File: config.mk
export PLATFORM = sky130hd
export DESIGN_NAME = upsizer_packer
export DESIGN_NICKNAME = d
export VERILOG_FILES = /design/src/rtl/upsizer_packer.sv
export SDC_FILE = /design/constraint.sdc
export NUM_CORES = 2
export LEC_CHECK = 0
export CAP_MARGIN = 40
export CORE_AREA = 3 3 515 517
export DETAILED_ROUTE_END_ITERATION = 7
export DIE_AREA = 0 0 518 520
export PLACE_DENSITY_LB_ADDON = 0.2
export SLEW_MARGIN = 20
export SYNTH_ARGS = -nofsm -noshare
export SYNTH_HDL_FRONTEND = slang
export SYNTH_SLANG_ARGS = --single-unit
File: constraint.sdc
create_clock -name clk -period 4.38 [get_ports clk]
set_input_delay 0.876 -clock clk [delete_from_list [all_inputs] [get_ports clk]]
set_output_delay 0.876 -clock clk [all_outputs]
set_load 0.01 [all_outputs]
File: src/rtl/upsizer_packer.sv
// Packs RATIO narrow beats into one OUT_W word with valid/ready output and early flush via in_last.
// Define UPSIZER_MSB_FIRST_EN to place the first beat in the top slot instead of the bottom slot.
module upsizer_packer #(
    parameter int IN_W  = 256,
    parameter int RATIO = 4,
    parameter int CNT_W = 16
) (
    input  logic                   clk,
    input  logic                   rst,
    input  logic [IN_W-1:0]        inp_data,
    input  logic                   valid_in,
    input  logic                   in_last,
    output logic                   in_ready,
    output logic [IN_W*RATIO-1:0]  data_out,
    output logic                   out_en,
    input  logic                   out_ready,
    output logic [RATIO-1:0]       out_keep,
    output logic [CNT_W-1:0]       word_cnt
);
    localparam int OUT_W = IN_W * RATIO;
    localparam int K_W   = (RATIO > 1) ? $clog2(RATIO) : 1;
    localparam logic [K_W-1:0] LAST_K = K_W'(RATIO - 1);

    function automatic logic [K_W-1:0] slot_of(input logic [K_W-1:0] k);
`ifdef UPSIZER_MSB_FIRST_EN
        return LAST_K - k;
`else
        return k;
`endif
    endfunction

    logic [K_W-1:0]   cnt_q, cnt_d;
    logic [OUT_W-1:0] acc_q, acc_d;
    logic [RATIO-1:0] keep_acc_q, keep_acc_d;
    logic [OUT_W-1:0] data_q, data_d;
    logic [RATIO-1:0] keep_q, keep_d;
    logic             en_q, en_d;
    logic [CNT_W-1:0] wcnt_q, wcnt_d;

    logic             accept, complete;
    logic [K_W-1:0]   slot;
    logic [OUT_W-1:0] merged_data;
    logic [RATIO-1:0] merged_keep;

    // in_ready depends only on the output register state, never on valid_in
    assign in_ready = !en_q || out_ready;
    assign data_out = data_q;
    assign out_en   = en_q;
    assign out_keep = keep_q;
    assign word_cnt = wcnt_q;

    always_comb begin
        accept      = valid_in && in_ready;
        complete    = accept && ((cnt_q == LAST_K) || in_last);
        slot        = slot_of(cnt_q);
        merged_data = acc_q;
        merged_keep = keep_acc_q;
        for (int s = 0; s < RATIO; s++) begin
            if (slot == K_W'(s)) begin
                merged_data[s*IN_W +: IN_W] = inp_data;
                merged_keep[s]              = 1'b1;
            end
        end

        cnt_d      = cnt_q;
        acc_d      = acc_q;
        keep_acc_d = keep_acc_q;
        data_d     = data_q;
        keep_d     = keep_q;
        en_d       = en_q;
        wcnt_d     = wcnt_q;

        if (en_q && out_ready) begin
            en_d   = 1'b0;
            wcnt_d = wcnt_q + 1'b1;
        end

        // A completing beat reloads the output register even on the handshake edge
        if (complete) begin
            data_d     = merged_data;
            keep_d     = merged_keep;
            en_d       = 1'b1;
            cnt_d      = '0;
            acc_d      = '0;
            keep_acc_d = '0;
        end else if (accept) begin
            acc_d      = merged_data;
            keep_acc_d = merged_keep;
            cnt_d      = cnt_q + 1'b1;
        end
    end

    always_ff @(posedge clk) begin
        if (rst) begin
            cnt_q      <= '0;
            acc_q      <= '0;
            keep_acc_q <= '0;
            data_q     <= '0;
            keep_q     <= '0;
            en_q       <= 1'b0;
            wcnt_q     <= '0;
        end else begin
            cnt_q      <= cnt_d;
            acc_q      <= acc_d;
            keep_acc_q <= keep_acc_d;
            data_q     <= data_d;
            keep_q     <= keep_d;
            en_q       <= en_d;
            wcnt_q     <= wcnt_d;
        end
    end
endmodule
==> reports/metrics.yaml <==
floorplan:
  die_area_um2: 269000
  start_util: 0.314
  die_w_um: 518
  io_pins: 1307
  rows: 188
  coreArea_um2: 262000
  die_height_um: 520
logic_synthesis:
  synth_ff_type: "dfxtp_1"
  syn_avg_cell_area_um2: 8.75
  seq_area_frac_synth: 0.505
  synth.most_common_cell: "dfxtp_1"
  ys_warn_count: 0
  synth_area_leaders: "dfxtp_1 51%, mux2i_1 12%, nand2_1 9.4%"
  synthesis.nets: 9660
  synth_area_um2: 82200
  synth_commonest_cells: "2075 x dfxtp_1, 2056 x nand2_1, 1051 x nor2_1, 1029 x a21oi_1, 1024 x mux2i_1"
  synth_top_area_cell: "dfxtp_1"
  synth.distinct_cells: 33
  async_reset_ff_frac: 0
  synth_edf_count: 0
  synth-seq-cells: 2075
  synth_cells: 9394
  synth.top_cell.area_share: 0.505
worst_hold_path:
  hold_depth: 2
  hold_path_class: "reg2reg"
worst_setup_path:
  crit_top_cell: "clkdlybuf4s50_1"
  r2r_slack_ps: 1560
  crit_chain: "clkdlybuf4s50_1 > nand2b_2 > clkdlybuf4s50_1"
  max_stage_delay_ps: 650
  arrival_ps: 2600
  reg2reg_depth: 5
  crit_path_end_kind: "output port"
  critPathKind: "in2out"
  r2r_end: "data_out[996]"
  cp_max_fo: 14
  worst_path_max_delay_cell: "clkdlybuf4s50_1"
  crit_end: "in_ready"
  worstSetupStartpoint: "out_ready"
  cp-start-kind: "primary input"
  worstPathRequired_ps: 3500
  reg2reg_from: "cnt_q[0]"
pwr:
  total_power_mw: 46.2
  ir_drop_mv: 0.384
  pwr-share-comb: 0.135
  clkPwrFrac: 0.422
  p_int_mw: 33.6
  power_density_nw_per_um2: 438
  p_sw_frac: 0.272
  pwr-share-seq: 0.443
  p_sw_mw: 12.6
  leakage_nw: 35.0
sta:
  maxSlewViolCount: 0
  fmax_mhz: 288
  hold_slack_ps: 432
  rsz0062_at_grt: "no"
  fin_skew_ps: 77.8
  worstMarginPinSlew_ps: 1290
  min_period_ps: 3470
  slew_headroom: 0.137
  setup_viol: 0
  period_share: 0.793
  final_hold_viol_count: 0
  setup_ws_ps: 905
  fin_setup_tns_ps: 0
placed_design:
  port_buffers: 1306
  place.gp.congestion: 0.845
  place_ws_ps: 638
  place_area_um2: 97800
  hpwl_mm: 227
  dp_cells: 13376
drt:
  dr.pass1.iters: 6
  ant_nets: 0
  viasPerCell: 5.03
  drt_iter0_drc: 5044
  route.detailed.drc: 0
  vias: 69405
  wl_per_cell_um: 23.9
  wirelength_mm: 330
layout:
  drive_above_1_share: 0.0697
  final_area_um2: 105000
  final_util: 0.403
  nets: 10354
  final_cells: 13805
  areaGrowthSynthToFinish_pct: 28.3
grt:
  grt_pass1_wl_mm: 473
  grt_pass1_vias: 64985
  grtUsageTotal: 0.234
  grt_overflow: 0
  grt_max_degree: 215
  antenna_found_initial: 46
clocking:
  cts_num_sinks: 2075
  clockBufferDepth: 3
  hold_buffers: 0
  postCtsSetupBuffers: 0
  clock-root-buffer: "clkbuf_16"
  cts_max_level: 4
  cts_buffers: 224
  clk_pin_slew_ps: 60
  post_cts_resized: 0
  cts_tree: "yes"
  clock_insertion_delay_worst_skew_ps: 890
run_status:
  outcome: "complete, no violations"
flow_run:
  drv_cap: 0
worst max-delay path, delay by kind of cell:
kind / cells / cell delay, ps
buffers and inverters: 2 / 1220
AND/OR/NAND/NOR: 1 / 500
final cells by class:
| type | instances | area [um^2] |
|---|---|---|
| multi-input cells | 6251 | 36000 |
| diodes | 24 | 60.1 |
| clock inverters | 77 | 1110 |
| well taps | 3515 | 4400 |
| flip-flops and latches | 2075 | 41500 |
| repair buffers | 1530 | 15900 |
| fillers | 25749 | 156000 |
| inverters | 6 | 22.5 |
| clock buffers | 327 | 6500 |
how the worst min path moves through the flow:
stage,startpoint,end
floorplan,keep_acc_q[3],keep_acc_q[3]
global placement,keep_acc_q[3],keep_acc_q[3]
detailed placement,keep_acc_q[3],keep_acc_q[3]
CTS,rst,data_out[401]
global route,rst,data_out[401]
finish,keep_acc_q[3],keep_acc_q[3]
flip-flops by register name (all words and copies together), names as in the netlist:
name / cells
word_cnt: 16
cnt_q: 2
keep_acc_q: 4
acc_q: 1024
data_out: 1024
out_keep: 4
out_en: 1
layer usage:
| layer | wire length, um | GRT usage |
|---|---|---|
| met3 | 23500 | 0.0576 |
| met5 | 214 | 0 |
| met4 | 12300 | 0.0848 |
| met1 | 142000 | 0.303 |
| met2 | 152000 | 0.375 |
power groups by stage:
stage / logic, mW / registers (mW) / clock network, mW
6_report: 6.23 / 20.5 / 19.5
5_1_grt: 6.68 / 20.5 / 20.7
4_1_cts: 6.29 / 20.5 / 19.9
3_5_place_dp: 6.27 / 20.9 / 0
3_3_place_gp: 6.21 / 20.9 / 0
2_1_floorplan: 3.05 / 20.9 / 0
cell usage in the layout, fill, tap and decap left out, types with 24 or more instances in the layout:
master	Yosys	final
clkinv_2	0	33
clkbuf_16	0	224
clkdlybuf4s50_1	0	1305
nand2_1	2056	2056
clkbuf_1	525	52
clkbuf_8	0	51
buf_4	49	133
nor2_1	1051	1051
diode_2	0	24
a211oi_2	119	119
a21oi_1	1029	1029
dfxtp_1	2075	2075
a211oi_1	905	905
buf_12	0	90
mux2i_1	1024	1024
cells by family (layout without fill, tap and decap cells):
kind of cell    Yosys count  after routing  synth area share
other cells               0             24                 0
simple gates           3151           3151             0.145
compound gates         2057           2057             0.164
xor+xnor                 11             11           0.00117
buf+inv                1068           1940            0.0590
mux                    1027           1027             0.125
fa+ha+maj                 5              5          0.000761
flops                  2075           2075             0.505
No activity file was read; power rests on OpenSTA's default activity.
